==> config.mk <==
export PLATFORM = sky130hd
export DESIGN_NAME = ntt_bram_stream_ctrl
export DESIGN_NICKNAME = d
export VERILOG_FILES = /design/src/rtl/ntt_pkg.sv /design/src/rtl/ntt_skid_fifo2.sv /design/src/rtl/ntt_bram_stream_ctrl.sv
export SDC_FILE = /design/constraint.sdc
export NUM_CORES = 1
export LEC_CHECK = 0
export BUFFER_PORTS_ARGS = -buffer_cell sky130_fd_sc_hd__buf_2
export CAP_MARGIN = 0
export CORE_MARGIN = 3
export CORE_UTILIZATION = 30
export CTS_CLUSTER_SIZE = 16
export DETAILED_ROUTE_END_ITERATION = 6
export PLACE_DENSITY = 0.64
export SETUP_SLACK_MARGIN = 0.1
export SYNTH_ARGS = -nofsm -noshare
export SYNTH_HDL_FRONTEND = slang
export SYNTH_SLANG_ARGS = --single-unit
==> constraint.sdc <==
create_clock -name clk -period 3.1 [get_ports clk]
set_input_delay 0.62 -clock clk [delete_from_list [all_inputs] [get_ports clk]]
set_output_delay 0.62 -clock clk [all_outputs]
set_load 0.05 [all_outputs]
==> src/rtl/ntt_pkg.sv <==
// -----------------------------------------------------------------------------
// ntt_pkg
// Shared definitions for the NTT coefficient-bank stream controller:
//   - default geometry of one coefficient bank (data width, address width, depth)
//   - controller state encoding
//   - bitrev(): reverses the bit order of a bank address. The load path uses it
//     when the NTT_BITREV_LOAD_EN build option is defined.
// -----------------------------------------------------------------------------
package ntt_pkg;

  localparam int NTT_DW    = 18;
  localparam int NTT_AW    = 8;
  localparam int NTT_DEPTH = 1 << NTT_AW;

  typedef enum logic [1:0] {
    IDLE   = 2'd0,
    LOAD   = 2'd1,
    FULL   = 2'd2,
    UNLOAD = 2'd3
  } state_t;

  function automatic logic [NTT_AW-1:0] bitrev(input logic [NTT_AW-1:0] a);
    logic [NTT_AW-1:0] r;
    r = '0;
    for (int b = 0; b < NTT_AW; b++) begin
      r[b] = a[NTT_AW-1-b];
    end
    return r;
  endfunction

endpackage

==> src/rtl/ntt_skid_fifo2.sv <==
// -----------------------------------------------------------------------------
// ntt_skid_fifo2
// Two-entry FIFO that absorbs words returning from the bank read port, so the
// outbound stream can stall without losing a read that is already in flight.
// The controller never pushes when the FIFO is full and never pops it when it
// is empty; a pop on an empty FIFO is ignored anyway.
// Ports:
//   clk          in   clock
//   rst          in   synchronous active-high reset
//   i_flush      in   synchronous flush (empties the FIFO)
//   i_push       in   write i_push_data at the tail
//   i_push_data  in   DW  data to write
//   i_pop        in   drop the head entry
//   o_head       out  DW  head entry (valid when o_occ != 0)
//   o_occ        out  2   number of stored entries (0..2)
// -----------------------------------------------------------------------------
module ntt_skid_fifo2
  import ntt_pkg::*;
#(
  parameter int DW = NTT_DW
) (
  input  logic          clk,
  input  logic          rst,
  input  logic          i_flush,
  input  logic          i_push,
  input  logic [DW-1:0] i_push_data,
  input  logic          i_pop,
  output logic [DW-1:0] o_head,
  output logic [1:0]    o_occ
);

  logic [DW-1:0] r_mem [2];
  logic          r_wr_ptr;
  logic          r_rd_ptr;
  logic [1:0]    r_occ;
  logic          w_pop;

  assign w_pop = i_pop && (r_occ != 2'd0);

  always_ff @(posedge clk) begin
    if (rst || i_flush) begin
      // NOTE: the two storage words are reset as well, because the head
      // drives the outbound data port directly and it must read 0 out of reset.
      r_mem[0] <= '0;
      r_mem[1] <= '0;
      r_wr_ptr <= 1'b0;
      r_rd_ptr <= 1'b0;
      r_occ    <= 2'd0;
    end else begin
      if (i_push) begin
        r_mem[r_wr_ptr] <= i_push_data;
        r_wr_ptr        <= ~r_wr_ptr;
      end
      if (w_pop) begin
        r_rd_ptr <= ~r_rd_ptr;
      end
      r_occ <= r_occ + {1'b0, i_push} - {1'b0, w_pop};
    end
  end

  assign o_head = r_mem[r_rd_ptr];
  assign o_occ  = r_occ;

endmodule

==> src/rtl/ntt_bram_stream_ctrl.sv <==
// -----------------------------------------------------------------------------
// ntt_bram_stream_ctrl
// Load/unload controller for one DEPTH x DW NTT coefficient bank.
//   IDLE --load_start--> LOAD --last beat--> FULL --unload_start--> UNLOAD
//   UNLOAD --last outbound beat--> IDLE
// LOAD writes an inbound valid/ready stream into the bank. UNLOAD reads the
// bank back in natural order and streams it out with full backpressure; the
// bank's one-cycle read latency is hidden behind a 2-entry skid FIFO.
// Build option: NTT_BITREV_LOAD_EN -- when defined, load writes land at the
// bit-reversed address so the in-place NTT sees bit-reversed input order.
// DEPTH must equal 1<<AW.
// Ports:
//   clk, rst                       clock, synchronous active-high reset
//   load_start / unload_start      start requests (LOAD from IDLE / UNLOAD from FULL)
//   s_data, s_valid, s_ready       inbound coefficient stream
//   m_data, m_valid, m_ready       outbound coefficient stream
//   m_last                         marks the outbound beat of coefficient DEPTH-1
//   load_done                      1-cycle pulse on entry to FULL
//   busy                           high in LOAD and UNLOAD
//   bram_wr_en/addr/din            bank write port
//   bram_rd_addr, bram_rd_dout     bank read port (data valid one cycle later)
// -----------------------------------------------------------------------------
module ntt_bram_stream_ctrl
  import ntt_pkg::*;
#(
  parameter int DW    = NTT_DW,
  parameter int AW    = NTT_AW,
  parameter int DEPTH = NTT_DEPTH
) (
  input  logic          clk,
  input  logic          rst,
  input  logic          load_start,
  input  logic          unload_start,
  input  logic [DW-1:0] s_data,
  input  logic          s_valid,
  output logic          s_ready,
  output logic [DW-1:0] m_data,
  output logic          m_valid,
  input  logic          m_ready,
  output logic          m_last,
  output logic          load_done,
  output logic          busy,
  output logic          bram_wr_en,
  output logic [AW-1:0] bram_wr_addr,
  output logic [DW-1:0] bram_wr_din,
  output logic [AW-1:0] bram_rd_addr,
  input  logic [DW-1:0] bram_rd_dout
);

  localparam logic [AW:0] LP_DEPTH = (AW+1)'(DEPTH);
  localparam logic [AW:0] LP_LAST  = (AW+1)'(DEPTH - 1);

  state_t      r_state;
  logic [AW:0] r_ld_cnt;
  logic [AW:0] r_rd_cnt;
  logic [AW:0] r_out_cnt;
  logic        r_inflight;
  logic        r_load_done;

  logic        w_accept;
  logic        w_pop;
  logic        w_issue;
  logic [2:0]  w_room_used;
  logic [1:0]  w_fifo_occ;
  logic        w_flush;

  assign w_accept = s_valid && (r_state == LOAD);
  assign w_pop    = m_valid && m_ready;

  // A read may issue only if, after this cycle's pop, the FIFO plus the word
  // still in flight from the bank leave room for one more returning word.
  always_comb begin
    // NOTE: every combinational output gets a default first so no path through
    // this block leaves it unassigned (which would infer a latch).
    w_room_used = 3'd0;
    w_issue     = 1'b0;
    if (r_state == UNLOAD) begin
      w_room_used = {1'b0, w_fifo_occ} + {2'b00, r_inflight} - {2'b00, w_pop};
      w_issue     = (r_rd_cnt < LP_DEPTH) && (w_room_used < 3'd2);
    end
  end

  always_ff @(posedge clk) begin
    if (rst) begin
      r_state     <= IDLE;
      r_ld_cnt    <= '0;
      r_rd_cnt    <= '0;
      r_out_cnt   <= '0;
      r_inflight  <= 1'b0;
      r_load_done <= 1'b0;
    end else begin
      // NOTE: sequential state uses non-blocking assignments so every register
      // sees pre-edge values; a later assignment in this block overrides an
      // earlier one (used below to clear counters on state exit).
      r_load_done <= 1'b0;
      r_inflight  <= w_issue;
      if (w_issue) r_rd_cnt  <= r_rd_cnt + 1'b1;
      if (w_pop)   r_out_cnt <= r_out_cnt + 1'b1;

      case (r_state)
        IDLE: begin
          r_ld_cnt <= '0;
          if (load_start) r_state <= LOAD;
        end
        LOAD: begin
          if (w_accept) begin
            if (r_ld_cnt == LP_LAST) begin
              r_state     <= FULL;
              r_ld_cnt    <= '0;
              r_load_done <= 1'b1;
            end else begin
              r_ld_cnt <= r_ld_cnt + 1'b1;
            end
          end
        end
        FULL: begin
          if (unload_start) begin
            r_state   <= UNLOAD;
            r_rd_cnt  <= '0;
            r_out_cnt <= '0;
          end
        end
        UNLOAD: begin
          if (w_pop && m_last) begin
            r_state   <= IDLE;
            r_rd_cnt  <= '0;
            r_out_cnt <= '0;
          end
        end
        default: r_state <= IDLE;
      endcase
    end
  end

  // Start every unload from an empty FIFO.
  assign w_flush = (r_state == FULL) && unload_start;

  ntt_skid_fifo2 #(.DW(DW)) u_fifo (
    .clk         (clk),
    .rst         (rst),
    .i_flush     (w_flush),
    .i_push      (r_inflight),
    .i_push_data (bram_rd_dout),
    .i_pop       (w_pop),
    .o_head      (m_data),
    .o_occ       (w_fifo_occ)
  );

  assign m_valid = (w_fifo_occ != 2'd0);
  assign m_last  = m_valid && (r_out_cnt == LP_LAST);

  assign s_ready   = (r_state == LOAD);
  assign busy      = (r_state == LOAD) || (r_state == UNLOAD);
  assign load_done = r_load_done;

  assign bram_wr_en  = w_accept;
  assign bram_wr_din = s_data;
`ifdef NTT_BITREV_LOAD_EN
  assign bram_wr_addr = bitrev(r_ld_cnt[AW-1:0]);
`else
  assign bram_wr_addr = r_ld_cnt[AW-1:0];
`endif
  assign bram_rd_addr = r_rd_cnt[AW-1:0];

endmodule

Word level (Yosys, flattened, before mapping)

Memory sizes are Yosys's and may differ from the RTL's. A register that Yosys moved wholly into a read port is not among the register bits.
Index checks and enable logic that the tools add are counted.

Register bits: 35
Latch bits: 0
RAM bits: 36
Bits in read-only memories: 0
Input bits: 42
Memories kept: 1

Add/sub/neg operators: 7
Multiply operators: 0
Divide/modulo/power cells: 0
Order comparisons: 2
Equal/unequal tests: 10
Shift-type cells: 0
Mux-type cells: 29
Bitwise logic cells: 4
Reduce and logical (&&, ||, !) cells: 16

Memories:

| memory       | words | width | rd ports | clocked after Yosys merged registers in | write ports | RTL line             | source |
|---|---|---|---|---|---|---|---|
| u_fifo.r_mem | 2     | 18    | 1        | 1                                       | 2           | ntt_skid_fifo2.sv:32 | `logic [DW-1:0] r_mem [2];` |

Operators by type and width:

| cell                                                        | number |
|---|---|
| two-way mux 9 bit                                           | 8 |
| case mux 9 bit (2 select lines)                             | 3 |
| adder 9 x 1 -> 9 bit (second input constant)                | 3 |
| == test 9 x 8 -> 1 bit (second input constant)              | 2 |
| two-way mux 18 bit                                          | 1 |
| OR reduction 18 bit                                         | 1 |
| two-way mux 1 bit                                           | 11 |
| two-way mux 2 bit                                           | 5 |
| less-than comparator 9 bit (second input constant)          | 1 |
| case mux 2 bit (4 select lines)                             | 1 |
| logical AND 1 bit                                           | 7 |
| != test 2 x 1 -> 1 bit (second input constant)              | 3 |
| AND reduction 5 bit                                         | 1 |
| == test 2 bit (second input constant)                       | 2 |
| != test 2 bit (second input constant)                       | 2 |
| inverter 1 bit                                              | 4 |
| nonzero test 2 bit                                          | 2 |
| adder 2 x 1 -> 3 bit                                        | 1 |
| less-than comparator 3 x 2 -> 1 bit (second input constant) | 1 |
| OR reduction 3 bit                                          | 1 |
| subtractor 3 x 1 -> 3 bit                                   | 1 |
| adder 2 x 1 -> 2 bit                                        | 1 |
| == test 2 x 1 -> 1 bit (second input constant)              | 1 |
| zero test 2 bit                                             | 1 |
| other kinds (3)                                             | 4 |

Logic depth before layout (Yosys ltp)

Gate-level depths: netlist of the first run.

Word-level depth: 9
Mapped depth: 11

Modules after synthesis

Synthesis of the first run repeated with hierarchy kept, for this count alone.

Cell total of the unflattened synthesis: 329
Area, all modules: 3752.3 µm²

Modules (own cells, without submodules):

| module               | times used | cells each | area an instance (µm²) | seq. area each (µm²) |
|---|---|---|---|---|
| ntt_skid_fifo2       | 1          | 123        | 1880.6                 | 1181.1 |
| ntt_bram_stream_ctrl | 1          | 206        | 1871.8                 | 620.6 |

Worst setup path before layout of the first run

OpenSTA, ideal clock, no wires.

Path type: input to register
Start: input port m_ready
End: register r_rd_cnt[5]
Arrival time: 3.129 ns
Data required time: 3.030 ns
Path slack: -0.100 ns
Cell stages on the path: 11
Path buffers: 0
Cells stage by stage: o21ai_1 inv_2 ha_1 inv_1 ha_1 inv_1 fa_1 nand3b_2 or4b_4 or3_1 a21oi_1

Word-level cells in the longest chain between the ends: 8
Elaborated cells on any way between the ends: 10

RTL lines:

| what                                        | RTL line                                                 | source |
|---|---|---|
| from (decl)                                 | ntt_bram_stream_ctrl.sv:39                               | `input logic m_ready,` |
| logical AND 1 bit *                         | ntt_bram_stream_ctrl.sv:68                               | `assign w_pop = m_valid && m_ready;` |
| subtractor 3 x 1 -> 3 bit                   | ntt_bram_stream_ctrl.sv:78                               | `w_room_used = {1'b0, w_fifo_occ} + {2'b00, r_inflight} - {2'b00, w_pop};` |
| less-than comparator 3 x 2 -> 1 bit         | ntt_bram_stream_ctrl.sv:79                               | `w_issue = (r_rd_cnt < LP_DEPTH) && (w_room_used < 3'd2);` |
| logical AND 1 bit                           | ntt_bram_stream_ctrl.sv:79                               |  |
| two-way mux 1 bit                           | ntt_bram_stream_ctrl.sv:77                               | `if (r_state == UNLOAD) begin` |
| two-way mux 9 bit                           | ntt_bram_stream_ctrl.sv:97                               | `if (w_issue) r_rd_cnt <= r_rd_cnt + 1'b1;` |
| two-way mux 9 bit, on equally long branches | ntt_bram_stream_ctrl.sv:124, ntt_bram_stream_ctrl.sv:117 |  |
| case mux 9 bit (2 select lines) *           | ntt_bram_stream_ctrl.sv:100                              | `case (r_state)` |
| to (signal assigned)                        | ntt_bram_stream_ctrl.sv:97                               |  |
| to (decl)                                   | ntt_bram_stream_ctrl.sv:55                               | `logic [AW:0] r_rd_cnt;` |

Every way passes the cells marked *; elsewhere a longest branch is shown, timed or not.
A chain may end at the register's enable or synchronous reset.

Worst setup path in the final report of the first run

Start: register u_fifo.r_occ[0], in the netlist u_fifo.o_occ[0]
End: register r_rd_cnt[5]

Word-level cells in the longest chain between the ends: 9
Elaborated cells on any way between the ends: 13

RTL lines:

| what                                                         | RTL line                    | source |
|---|---|---|
| from (decl)                                                  | ntt_skid_fifo2.sv:35        | `logic [1:0] r_occ;` |
| from (signal assigned)                                       | ntt_skid_fifo2.sv:57        | `r_occ <= r_occ + {1'b0, i_push} - {1'b0, w_pop};` |
| branches (longest 8 deep; another with adder 2 x 1 -> 3 bit) | n/a                         |  |
| case mux 9 bit (2 select lines) *                            | ntt_bram_stream_ctrl.sv:100 |  |

Every way passes the cells marked *.

==> metrics.txt, run 1 <==
# TYPE chip_impl_metric gauge
chip_impl_metric{name="yosys.area_share.simple",unit="%"} 19.27
chip_impl_metric{name="synth_compound_gate_area_share",unit="%"} 3.854
chip_impl_metric{name="timing.max_slew.rel_slack",unit="%"} 33.80
chip_impl_metric{name="num_antenna_cells",unit=""} 0
chip_impl_metric{name="max_slew.worst_pin.slew",unit="ps"} 989.4
chip_impl_metric{name="dr.pass1.iters",unit=""} 4
chip_impl_metric{name="synth_warnings",unit=""} 0
chip_impl_metric{name="timing.critical_path.arrival",unit="ps"} 3040
chip_impl_metric{name="core_region_area",unit="sq um"} 11470
chip_impl_metric{name="maxSlewViolCount",unit=""} 0
chip_impl_info{name="r2r_start",value="u_fifo.o_occ[0]"} 1
chip_impl_metric{name="worst_path_clk_slew",unit="ps"} 60
chip_impl_metric{name="finalCoreUtilization",unit="%"} 36.30
chip_impl_metric{name="yosys.area_share.adder",unit="%"} 4.102
chip_impl_metric{name="finalSetupViolations",unit=""} 0
chip_impl_info{name="tritoncts",value="done"} 1
chip_impl_info{name="outcome",value="finished, final reports clean"} 1
chip_impl_metric{name="place.gp.congestion",unit=""} 0.8104
chip_impl_metric{name="dr_iter_0_viols",unit=""} 141
chip_impl_info{name="min-delay-path-class",value="reg2reg"} 1
chip_impl_metric{name="slowest_delay",unit="ps"} 560
chip_impl_metric{name="synth_seq_cells",unit=""} 72
chip_impl_metric{name="powerDensity",unit="nW/um^2"} 817.0
chip_impl_metric{name="layout.nets",unit=""} 426
chip_impl_metric{name="power",unit="mW"} 3.401
chip_impl_info{name="startpoint_type",value="flip-flop"} 1
chip_impl_metric{name="synth_seq_area_share",unit="%"} 50.92
chip_impl_info{name="endpoint_kind",value="flip-flop"} 1
chip_impl_info{name="dominant_combinational_cell_family_by_area_after_synthesis",value="simple AND/OR/NAND/NOR gates"} 1
chip_impl_metric{name="pin_count_of_the_biggest_net_entering_global_routing",unit=""} 20
chip_impl_metric{name="layout_min_cycle_time",unit="ps"} 2779
chip_impl_info{name="clock_tree_root_driver_cell",value="clkbuf_16"} 1
chip_impl_metric{name="syn-num-nets",unit=""} 384
chip_impl_metric{name="synth-edff-count",unit=""} 36
chip_impl_metric{name="final_report_hold_violation_count",unit=""} 0
chip_impl_info{name="timing.critical_path.cells",value="o21ai_4 -> inv_2 -> ha_4 -> inv_1 -> ha_2 -> inv_1 -> fa_2 -> nand3b_4 -> or4b_4 -> or3_1 -> a21oi_1"} 1
chip_impl_metric{name="dpl_ws",unit="ps"} 17.43
chip_impl_metric{name="rows",unit=""} 39
chip_impl_metric{name="share_of_the_clock_period_used_by_the_worst_path",unit="%"} 89.63
chip_impl_metric{name="dp_hpwl",unit="mm"} 5.104
chip_impl_metric{name="wire_length_on_met3",unit="um"} 592
chip_impl_metric{name="m1WireLength",unit="mm"} 2.965
chip_impl_metric{name="wirelength",unit="mm"} 7.135
chip_impl_metric{name="groute.usage.overall",unit="%"} 11.29
chip_impl_metric{name="num_io_pins",unit=""} 100
chip_impl_metric{name="detail_routed_via_count_per_cell",unit=""} 4.520
chip_impl_metric{name="place.port_buffers",unit=""} 63
chip_impl_metric{name="cts_buffer_depth",unit=""} 2
chip_impl_metric{name="cp_max_fo",unit=""} 5
chip_impl_info{name="critPathMostFrequentCell",value="inv_1"} 1
chip_impl_metric{name="h-tree-depth",unit=""} 3
chip_impl_info{name="layout.cells.most_common",value="buf_2"} 1
chip_impl_metric{name="die_y",unit="um"} 114.6
chip_impl_metric{name="route.met2.wl",unit="mm"} 3.403
chip_impl_info{name="setup_repair_after_global_routing_missed_its_margin",value="false"} 1
chip_impl_metric{name="fillers",unit=""} 1128
chip_impl_metric{name="drive_above_1_share",unit="%"} 31.22
chip_impl_metric{name="start_util",unit="%"} 30.86
chip_impl_metric{name="clock_net_sink_count",unit=""} 72
chip_impl_metric{name="cellLeakagePower",unit="nW"} 1.700
chip_impl_metric{name="post_synth_instance_area",unit="sq um"} 3538
chip_impl_metric{name="grt_first_pass_wirelength",unit="mm"} 11.32
chip_impl_metric{name="setup_slack",unit="ps"} 321.3
chip_impl_metric{name="insertion_delay_to_the_later_sink_of_the_worst_skew_pair",unit="ps"} 330
chip_impl_metric{name="grt_overflow_total",unit=""} 0
chip_impl_metric{name="max_capacitance_violation_total",unit=""} 0
chip_impl_metric{name="postRouteAntennaNets",unit=""} 0
chip_impl_metric{name="grt_pass1_vias",unit=""} 2308
chip_impl_metric{name="floorplan.die_area",unit="sq um"} 13130
chip_impl_metric{name="cts_made_buffers",unit=""} 9
chip_impl_info{name="layout_common_cells",value="buf_2, and2_1, dfxtp_1, edfxtp_1, nor2_1"} 1
chip_impl_metric{name="initial_antenna_violation_count",unit=""} 0
chip_impl_metric{name="synthesized_instance_count",unit=""} 331
chip_impl_info{name="setup.worst_path.start",value="u_fifo.o_occ[0]"} 1
chip_impl_metric{name="setup_buffers_after_cts",unit=""} 0
chip_impl_metric{name="data_required_time_at_the_worst_endpoint",unit="ps"} 3360
chip_impl_info{name="dominantRegCellSynth",value="edfxtp_1"} 1
chip_impl_metric{name="fin_worst_skew",unit="ps"} 8.560
chip_impl_info{name="worst_min_path_start",value="r_ld_cnt[8]"} 1
chip_impl_metric{name="cts-hold-fix-buffers",unit=""} 0
chip_impl_metric{name="floorplan.die.width",unit="um"} 114.6
chip_impl_metric{name="max_freq",unit="GHz"} 0.3599
chip_impl_metric{name="dr_total_vias",unit=""} 2355
chip_impl_info{name="highest-signal-layer",value="met4"} 1
chip_impl_metric{name="wl_per_cell",unit="um"} 13.69
chip_impl_metric{name="avgSynthCellArea",unit="sq um"} 10.69
chip_impl_metric{name="drcViolationCount",unit=""} 0
chip_impl_metric{name="post_synth_mux_area_share",unit="%"} 7.178
chip_impl_metric{name="tns",unit="ps"} 0
chip_impl_metric{name="synth-xor-area-share",unit="%"} 5.446
chip_impl_metric{name="areaGrowthSynthToFinish",unit="%"} 17.64
chip_impl_metric{name="max-vdd-ir-drop",unit="mV"} 0.3762
chip_impl_info{name="worst_path_max_delay_cell",value="fa_2"} 1
chip_impl_metric{name="synth.lib_cells_used.distinct",unit=""} 42
chip_impl_metric{name="synth-async-reset-ratio",unit="%"} 0
chip_impl_metric{name="cts_resized",unit=""} 0
chip_impl_info{name="timing.setup.critical_path_class",value="reg2reg"} 1
[worst paths after layout]
check,endpoint,slack (ps),cells after the start
max reg2reg,r_rd_cnt[5],320,11
max,r_rd_cnt[5],320,11
min,r_ld_cnt[8],460,2
min reg2reg,r_ld_cnt[8],460,2
[layer usage]
| layer | up-vias | track usage (%) |
|---|---|---|
| li1 | 1178 | - |
| met1 | 1086 | 12.60 |
| met2 | 71 | 18.55 |
| met3 | 20 | 4.598 |
| met4 | 0 | 5.622 |
| met5 | - | 0 |
[critical path: cells and delay by family, from the launching register on]
kind,cells,cell delay [ps]
and+or+nand+nor,3,970
buffers and inverters,3,170
AOI/OAI and AO/OA,2,270
adders and majority gates,3,940
DFF,1,350
[logic make-up (layout without fill, tap and decap cells)]
kind of cell    Yosys count  in the layout
compound gates           22             22
xor+xnor                 22             22
fa+ha+maj                11             11
buf+inv                  53            100
flops                    72             72
mux                      23             23
simple gates            128            128
[where the power goes]
group / leakage, nW / switching [mW] / internal, mW / total [mW]
Clock: 0.143 / 0.403 / 0.622 / 1.02
Combinational: 0.892 / 0.796 / 0.409 / 1.21
Sequential: 0.664 / 0.0597 / 1.11 / 1.17
Total: 1.70 / 1.26 / 2.14 / 3.40
[metrics by stage]
step / hold WS (ps) / cells / instance area [sq um]
finish: 457.0 / 521 / 4163
global placement: 436.1 / 505 / 3867
detailed placement: 439.6 / 505 / 3867
floorplan: 423.2 / 331 / 3583
CTS: 453.9 / 521 / 4163
global route: 485.2 / 521 / 4163
[sequential cells by signal, indices dropped and copies added (netlist names), 2 cells and up, named ones only]
register,count
r_ld_cnt,9
r_out_cnt,9
r_rd_cnt,9
r_state,2
u_fifo.o_occ,2
u_fifo.r_mem,36
[cell type report]
type	instances	area [sq um]	area share, %
Clock inverter	7	70.07	1.683
Timing Repair Buffer	73	390.4	9.378
Clock buffer	9	225.2	5.410
Multi-Input combinational cell	206	1455	34.96
Tap cell	143	178.9	4.298
Inverter	11	41.29	0.9919
Sequential cell	72	1802	43.28
[Yosys cell counts (2+ instances only)]
cell,number,area (sq um)
xor2_1,9,78.83
buf_4,34,255.2
mux2_2,19,214.0
or2_2,2,12.51
nand2b_1,6,37.54
a21oi_1,10,50.05
ha_1,10,125.1
nand2_1,20,75.07
mux2i_1,4,40.04
clkbuf_1,8,30.03
inv_1,10,37.54
nand3_1,5,25.02
xnor2_1,13,113.9
nor3_1,7,35.03
o21ai_0,3,15.01
nand4_1,6,37.54
nor4_1,2,12.51
edfxtp_1,36,1081
nor2_1,30,112.6
dfxtp_1,36,720.7
and2_1,39,244.0
or3_1,2,12.51
(Power assumes the default switching activity.)
==> run 2: changes to the inputs <==
--- a/config.mk
+++ b/config.mk
@@ -5,13 +5,14 @@
 export SDC_FILE = /design/constraint.sdc
 export NUM_CORES = 1
 export LEC_CHECK = 0
+export ABC_AREA = 1
 export BUFFER_PORTS_ARGS = -buffer_cell sky130_fd_sc_hd__buf_2
 export CAP_MARGIN = 0
 export CORE_MARGIN = 3
 export CORE_UTILIZATION = 30
 export CTS_CLUSTER_SIZE = 16
 export DETAILED_ROUTE_END_ITERATION = 6
-export PLACE_DENSITY = 0.64
+export PLACE_DENSITY = 0.63
 export SETUP_SLACK_MARGIN = 0.1
 export SYNTH_ARGS = -nofsm -noshare
 export SYNTH_HDL_FRONTEND = slang
==> metrics.txt, run 2 <==
# TYPE chip_impl_metric gauge
chip_impl_metric{name="die_y",unit="um"} 117.1
chip_impl_metric{name="insertion_delay_to_the_later_sink_of_the_worst_skew_pair",unit="ps"} 330
chip_impl_metric{name="dp.cells",unit=""} 577
chip_impl_metric{name="data_required_time_at_the_worst_endpoint",unit="ps"} 3320
chip_impl_metric{name="max_capacitance_violation_total",unit=""} 0
chip_impl_metric{name="dr_total_vias",unit=""} 2583
chip_impl_metric{name="cts-hold-fix-buffers",unit=""} 0
chip_impl_metric{name="finalCoreUtilization",unit="%"} 35.93
chip_impl_info{name="yosysMostFrequentCell",value="nor2_1"} 1
chip_impl_metric{name="detail_routed_via_count_per_cell",unit=""} 4.356
chip_impl_metric{name="initial_antenna_violation_count",unit=""} 0
chip_impl_metric{name="share_of_the_clock_period_used_by_the_worst_path",unit="%"} 84.90
chip_impl_metric{name="setup_buffers_after_cts",unit=""} 0
chip_impl_metric{name="power",unit="mW"} 3.579
chip_impl_metric{name="num_io_pins",unit=""} 100
chip_impl_metric{name="synthesized_instance_count",unit=""} 406
chip_impl_metric{name="tns",unit="ps"} 0
chip_impl_metric{name="final.hold.worst_slack",unit="ps"} 457.2
chip_impl_metric{name="layout_min_cycle_time",unit="ps"} 2632
chip_impl_metric{name="setup_slack",unit="ps"} 468.0
chip_impl_metric{name="timing.critical_path.arrival",unit="ps"} 2850
chip_impl_metric{name="num_antenna_cells",unit=""} 0
chip_impl_info{name="synth_top_cells_by_count",value="nor2_1, inv_1, nand2_1"} 1
chip_impl_metric{name="dp_hpwl",unit="mm"} 5.011
chip_impl_info{name="clock_tree_root_driver_cell",value="clkbuf_16"} 1
chip_impl_metric{name="groute.usage.overall",unit="%"} 10.84
chip_impl_metric{name="pin_count_of_the_biggest_net_entering_global_routing",unit=""} 20
chip_impl_metric{name="start_util",unit="%"} 31.59
chip_impl_metric{name="synth.top_cell.area_share",unit="%"} 29.22
chip_impl_metric{name="cellLeakagePower",unit="nW"} 1.872
chip_impl_metric{name="grt_pass1_vias",unit=""} 2509
chip_impl_metric{name="synth_seq_cells",unit=""} 72
chip_impl_info{name="outcome",value="finished, final reports clean"} 1
chip_impl_metric{name="place.gp.congestion",unit=""} 0.8409
chip_impl_metric{name="fin_worst_skew",unit="ps"} 5.166
chip_impl_info{name="synth_top_area_cell",value="edfxtp_1"} 1
chip_impl_metric{name="final_report_hold_violation_count",unit=""} 0
chip_impl_metric{name="max-vdd-ir-drop",unit="mV"} 0.3743
chip_impl_info{name="layout_common_cells",value="nor2_1, buf_2, inv_1, nand2_1"} 1
chip_impl_metric{name="wl_per_cell",unit="um"} 11.74
chip_impl_metric{name="avgSynthCellArea",unit="sq um"} 9.113
chip_impl_metric{name="fin_area",unit="sq um"} 4208
chip_impl_info{name="layout.cells.most_common",value="nor2_1"} 1
chip_impl_metric{name="clock_net_sink_count",unit=""} 72
chip_impl_metric{name="cts_resized",unit=""} 0
chip_impl_metric{name="wirelength",unit="mm"} 6.964
chip_impl_metric{name="drive_above_1_share",unit="%"} 27.11
chip_impl_metric{name="dpl_ws",unit="ps"} 233.5
chip_impl_info{name="tritoncts",value="done"} 1
chip_impl_metric{name="core_region_area",unit="sq um"} 11710
chip_impl_metric{name="worst_path_clk_slew",unit="ps"} 60
chip_impl_metric{name="postRouteAntennaNets",unit=""} 0
chip_impl_metric{name="h-tree-depth",unit=""} 3
chip_impl_metric{name="syn-num-nets",unit=""} 459
chip_impl_metric{name="max_freq",unit="GHz"} 0.3799
chip_impl_info{name="setup_repair_after_global_routing_missed_its_margin",value="false"} 1
chip_impl_info{name="cell_types_with_the_largest_area_share_after_synthesis",value="edfxtp_1, dfxtp_1, nor2_1"} 1
chip_impl_info{name="min-delay-path-class",value="reg2reg"} 1
chip_impl_metric{name="dr_iter_0_viols",unit=""} 139
chip_impl_metric{name="dr.pass1.iters",unit=""} 4
chip_impl_metric{name="max_slew.worst_pin.slew",unit="ps"} 304.0
chip_impl_metric{name="cts_made_buffers",unit=""} 9
chip_impl_metric{name="timing.max_slew.rel_slack",unit="%"} 79.73
chip_impl_metric{name="synth.lib_cells_used.distinct",unit=""} 38
chip_impl_metric{name="post_synth_instance_area",unit="sq um"} 3700
chip_impl_metric{name="synth_seq_area_share",unit="%"} 48.70
chip_impl_metric{name="final_cell_count_no_fill",unit=""} 593
chip_impl_metric{name="synth_warnings",unit=""} 0
chip_impl_metric{name="maxSlewViolCount",unit=""} 0
chip_impl_metric{name="place.port_buffers",unit=""} 63
chip_impl_info{name="dominantRegCellSynth",value="edfxtp_1"} 1
chip_impl_metric{name="dpl-instance-area",unit="sq um"} 3935
chip_impl_metric{name="drcViolationCount",unit=""} 0
chip_impl_metric{name="synth-async-reset-ratio",unit="%"} 0
chip_impl_metric{name="floorplan.die.width",unit="um"} 117.1
chip_impl_metric{name="grt_first_pass_wirelength",unit="mm"} 11.50
chip_impl_info{name="endpoint_kind",value="flip-flop"} 1
chip_impl_metric{name="rows",unit=""} 39
chip_impl_metric{name="layout.nets",unit=""} 498
chip_impl_info{name="startpoint_type",value="flip-flop"} 1
chip_impl_metric{name="largest_register_ff_count",unit=""} 36
chip_impl_metric{name="cp_max_fo",unit=""} 6
chip_impl_metric{name="cts_buffer_depth",unit=""} 2
chip_impl_metric{name="powerDensity",unit="nW/um^2"} 850.6
chip_impl_metric{name="floorplan.die_area",unit="sq um"} 13700
chip_impl_metric{name="grt_overflow_total",unit=""} 0
chip_impl_metric{name="finalSetupViolations",unit=""} 0
chip_impl_info{name="largest-register",value="u_fifo.r_mem"} 1
chip_impl_metric{name="synth-edff-count",unit=""} 36
chip_impl_info{name="timing.setup.critical_path_class",value="reg2reg"} 1
chip_impl_metric{name="areaGrowthSynthToFinish",unit="%"} 13.73
-- run 2: power breakdown --
group,internal [mW],switching [mW],total [mW]
logic,0.418,0.985,1.40
clock network,0.543,0.400,0.943
registers,1.14,0.0876,1.23
-- run 2: area by class of cell --
cell class              instances  area [sq um]
fillers                      1169          7503
well taps                     143         178.9
inverters                      57         214.0
clock buffers                  10         229.0
flip-flops and latches         72          1802
multi-input cells             236          1380
clock inverters                 6         43.79
repair buffers                 69         360.3
-- run 2: critical path, cell delays in order (launching register included) --
cell and delay [ps]:
dfxtp_1 380, inv_2 90, nand2_4 60, nand2_4 100
clkinv_1 90, ha_1 290, inv_1 60, ha_1 130
inv_1 60, fa_1 370, xnor2_1 250, nand3_2 190
or2_2 310, o21ai_0 70, nor2_1 50
-- run 2: cells by family (layout without fill, tap and decap cells) --
kind of cell	Yosys count	count (layout)	synth area share [%]
simple gates	163	163	19.61
buf+inv	98	142	14.00
flops	72	72	48.70
compound gates	26	26	3.991
mux	19	19	5.749
xor+xnor	17	17	4.024
fa+ha+maj	11	11	3.923
-- run 2: path summary, 6_finish.rpt --
check / depth (start not counted) / slack [ps] / start / endpoint
min reg2reg: 2 / 460 / r_ld_cnt[6] / r_ld_cnt[6]
max reg2reg: 14 / 470 / u_fifo.o_occ[1] / r_rd_cnt[1]
max: 14 / 470 / u_fifo.o_occ[1] / r_rd_cnt[1]
min: 2 / 460 / r_ld_cnt[6] / r_ld_cnt[6]
-- run 2: routing by layer --
metal | vias to the layer above | GRT usage (%) | part of all wire, %
met5 | - | 0 | 0
met4 | 0 | 4.205 | 1.8
met3 | 14 | 4.370 | 7.4
met2 | 68 | 17.14 | 46
met1 | 1171 | 13.26 | 45
li1 | 1330 | - | -
==> run 3: changes to the inputs <==
--- a/config.mk
+++ b/config.mk
@@ -5,14 +5,14 @@
 export SDC_FILE = /design/constraint.sdc
 export NUM_CORES = 1
 export LEC_CHECK = 0
-export ABC_AREA = 1
+export ABC_AREA = 0
 export BUFFER_PORTS_ARGS = -buffer_cell sky130_fd_sc_hd__buf_2
 export CAP_MARGIN = 0
 export CORE_MARGIN = 3
 export CORE_UTILIZATION = 30
 export CTS_CLUSTER_SIZE = 16
 export DETAILED_ROUTE_END_ITERATION = 6
-export PLACE_DENSITY = 0.63
+export PLACE_DENSITY = 0.62
 export SETUP_SLACK_MARGIN = 0.1
 export SYNTH_ARGS = -nofsm -noshare
 export SYNTH_HDL_FRONTEND = slang
==> constraint.sdc (replaced) <==
create_clock -name clk -period 2.7 [get_ports clk]
set_input_delay 0.54 -clock clk [delete_from_list [all_inputs] [get_ports clk]]
set_output_delay 0.54 -clock clk [all_outputs]
set_load 0.05 [all_outputs]
==> metrics.txt, run 3 (synthesis gave the netlist of run 1 again) <==
# TYPE chip_impl_metric gauge
chip_impl_metric{name="final.hold.worst_slack",unit="ps"} 449.9
chip_impl_metric{name="timing.reg2reg.setup_slack",unit="ps"} 40
chip_impl_metric{name="place.port_buffers",unit=""} 63
chip_impl_metric{name="max_freq",unit="GHz"} 0.3761
chip_impl_metric{name="seqPwrFrac",unit="%"} 32.9
chip_impl_info{name="timing.setup.critical_path_class",value="reg2reg"} 1
chip_impl_info{name="tritoncts",value="done"} 1
chip_impl_metric{name="fillers",unit=""} 1155
chip_impl_metric{name="timing.max_slew.rel_slack",unit="%"} 31.83
chip_impl_metric{name="switching_share",unit="%"} 35.05
chip_impl_metric{name="cellLeakagePower",unit="nW"} 1.732
chip_impl_metric{name="cts_buffer_depth",unit=""} 2
chip_impl_info{name="setup_repair_after_global_routing_missed_its_margin",value="true"} 1
chip_impl_metric{name="max_capacitance_violation_total",unit=""} 0
chip_impl_metric{name="data_required_time_at_the_worst_endpoint",unit="ps"} 2960
chip_impl_metric{name="core_region_area",unit="sq um"} 11470
chip_impl_metric{name="share_of_the_clock_period_used_by_the_worst_path",unit="%"} 98.48
chip_impl_metric{name="min_delay_path_depth",unit=""} 2
chip_impl_metric{name="dr_iter_0_viols",unit=""} 117
chip_impl_metric{name="grt_overflow_total",unit=""} 0
chip_impl_info{name="worst_min_path_start",value="r_ld_cnt[8]"} 1
chip_impl_metric{name="maxSlewViolCount",unit=""} 0
chip_impl_metric{name="ff2ff_path_depth",unit=""} 11
chip_impl_metric{name="floorplan.die_area",unit="sq um"} 13130
chip_impl_metric{name="insertion_delay_to_the_later_sink_of_the_worst_skew_pair",unit="ps"} 330
chip_impl_metric{name="setup_buffers_after_cts",unit=""} 0
chip_impl_metric{name="worst_path_clk_slew",unit="ps"} 60
chip_impl_info{name="startpoint_type",value="flip-flop"} 1
chip_impl_info{name="largest-register",value="u_fifo.r_mem"} 1
chip_impl_info{name="min_to",value="r_ld_cnt[8]"} 1
chip_impl_metric{name="wirelength",unit="mm"} 6.900
chip_impl_info{name="endpoint_kind",value="flip-flop"} 1
chip_impl_metric{name="layout.nets",unit=""} 428
chip_impl_metric{name="grt_pass1_vias",unit=""} 2346
chip_impl_metric{name="pin_count_of_the_biggest_net_entering_global_routing",unit=""} 19
chip_impl_metric{name="clock_net_sink_count",unit=""} 72
chip_impl_metric{name="layout_min_cycle_time",unit="ps"} 2659
chip_impl_metric{name="rows",unit=""} 39
chip_impl_metric{name="initial_antenna_violation_count",unit=""} 0
chip_impl_metric{name="die_y",unit="um"} 114.6
chip_impl_info{name="layout.cells.most_common",value="buf_2"} 1
chip_impl_info{name="r2r_end",value="r_rd_cnt[5]"} 1
chip_impl_info{name="layout_common_cells",value="buf_2, and2_1, edfxtp_1"} 1
chip_impl_metric{name="num_io_pins",unit=""} 100
chip_impl_metric{name="areaGrowthSynthToFinish",unit="%"} 19.91
chip_impl_metric{name="power",unit="mW"} 4.097
chip_impl_metric{name="max_slew.worst_pin.slew",unit="ps"} 1019
chip_impl_metric{name="start_util",unit="%"} 30.86
chip_impl_metric{name="max-vdd-ir-drop",unit="mV"} 0.5923
chip_impl_metric{name="cp_max_fo",unit=""} 4
chip_impl_metric{name="timing.critical_path.arrival",unit="ps"} 2920
chip_impl_info{name="r2r_start",value="u_fifo.o_occ[1]"} 1
chip_impl_metric{name="finalSetupViolations",unit=""} 0
chip_impl_info{name="outcome",value="finished, final reports clean"} 1
chip_impl_metric{name="grt_first_pass_wirelength",unit="mm"} 11.32
chip_impl_info{name="min-delay-path-class",value="reg2reg"} 1
chip_impl_metric{name="detail_routed_via_count_per_cell",unit=""} 4.486
chip_impl_metric{name="p_comb_share",unit="%"} 34.1
chip_impl_metric{name="dr.pass1.iters",unit=""} 4
chip_impl_info{name="clock_tree_root_driver_cell",value="clkbuf_16"} 1
chip_impl_metric{name="power.clock.fraction",unit="%"} 33.1
chip_impl_metric{name="p_int",unit="mW"} 2.661
chip_impl_metric{name="postRouteAntennaNets",unit=""} 0
chip_impl_metric{name="final_report_hold_violation_count",unit=""} 0
chip_impl_metric{name="fin_worst_skew",unit="ps"} 5.938
chip_impl_metric{name="num_antenna_cells",unit=""} 0
chip_impl_metric{name="dr_total_vias",unit=""} 2346
chip_impl_metric{name="wl_per_cell",unit="um"} 13.19
chip_impl_metric{name="drcViolationCount",unit=""} 0
chip_impl_metric{name="p_switching",unit="mW"} 1.436
chip_impl_metric{name="drive_above_1_share",unit="%"} 32.63
chip_impl_metric{name="dp_hpwl",unit="mm"} 4.923
chip_impl_metric{name="place.gp.congestion",unit=""} 0.7206
chip_impl_metric{name="floorplan.die.width",unit="um"} 114.6
chip_impl_metric{name="groute.usage.overall",unit="%"} 10.90
chip_impl_metric{name="h-tree-depth",unit=""} 3
chip_impl_metric{name="powerDensity",unit="nW/um^2"} 965.5
chip_impl_metric{name="cts_made_buffers",unit=""} 9
chip_impl_metric{name="largest_register_ff_count",unit=""} 36
## run 3: layer usage
metal | vias up | GRT usage, % | wire length, um
met1 | 1091 | 13.13 | 3167
met4 | 0 | 4.434 | 144
li1 | 1185 | - | -
met3 | 18 | 4.334 | 556
met2 | 52 | 17.35 | 3030
met5 | - | 0 | 0
## run 3: worst max-delay path: stages, from the launching register on
cell and delay, ps:
dfxtp_2 330, o21ai_4 170, inv_4 50, ha_4 200
inv_2 60, ha_4 120, inv_2 40, fa_2 550
nand3b_4 80, or4b_4 500, or3_1 360, a21oi_1 120
## run 3: final cells by class
cell class              count  area, sq um  area share [%]
clock buffers               9        225.2           5.308
multi-input cells         206         1465           34.53
flip-flops and latches     72         1804           42.52
well taps                 143        178.9           4.217
repair buffers             75        405.4           9.555
inverters                  11        43.79           1.032
clock inverters             7        120.1           2.831
## run 3: how the worst max path moves through the flow
stage / startpoint / end / cells past startpoint / slack [ps]
5_1_grt: u_fifo.o_occ[1] / r_rd_cnt[5] / 11 / -70
6_report: u_fifo.o_occ[1] / r_rd_cnt[5] / 11 / 40
3_3_place_gp: m_ready / r_rd_cnt[5] / 12 / -160
3_5_place_dp: m_ready / r_rd_cnt[5] / 12 / -210
4_1_cts: u_fifo.o_occ[1] / r_rd_cnt[5] / 11 / 20
2_1_floorplan: m_ready / r_rd_cnt[5] / 11 / -120
## run 3: stage by stage
| step | cells | cell area [sq um] | util (%) | TNS [ps] | setup slack [ps] |
|---|---|---|---|---|---|
| after CTS | 523 | 4243 | 37.00 | 0 | 24.56 |
| after global placement | 507 | 3896 | 33.98 | -365.0 | -161.2 |
| after floorplan | 331 | 3597 | - | -211.9 | -116.4 |
| after global routing | 523 | 4243 | 37.00 | -145.7 | -75.00 |
| after detailed placement | 507 | 3896 | 33.98 | -508.0 | -208.9 |
| final | 523 | 4243 | 37.00 | 0 | 41.03 |
## run 3: repair_timing
| item | CTS | global route |
|---|---|---|
| hold buffers | 0 | 0 |
| resized for setup | 1 | 0 |
| pin swaps | 1 | 0 |
| hold endpoints to repair | 0 | 0 |
| endpoints found under the setup margin | 3 | 3 |
## run 3: power by group through the flow
stage	registers [mW]	clock network [mW]	logic [mW]
floorplan	1.37	0	1.16
global placement	1.36	0	1.39
detailed placement	1.37	0	1.41
CTS	1.35	1.39	1.42
global route	1.36	1.43	1.52
finish	1.35	1.35	1.40
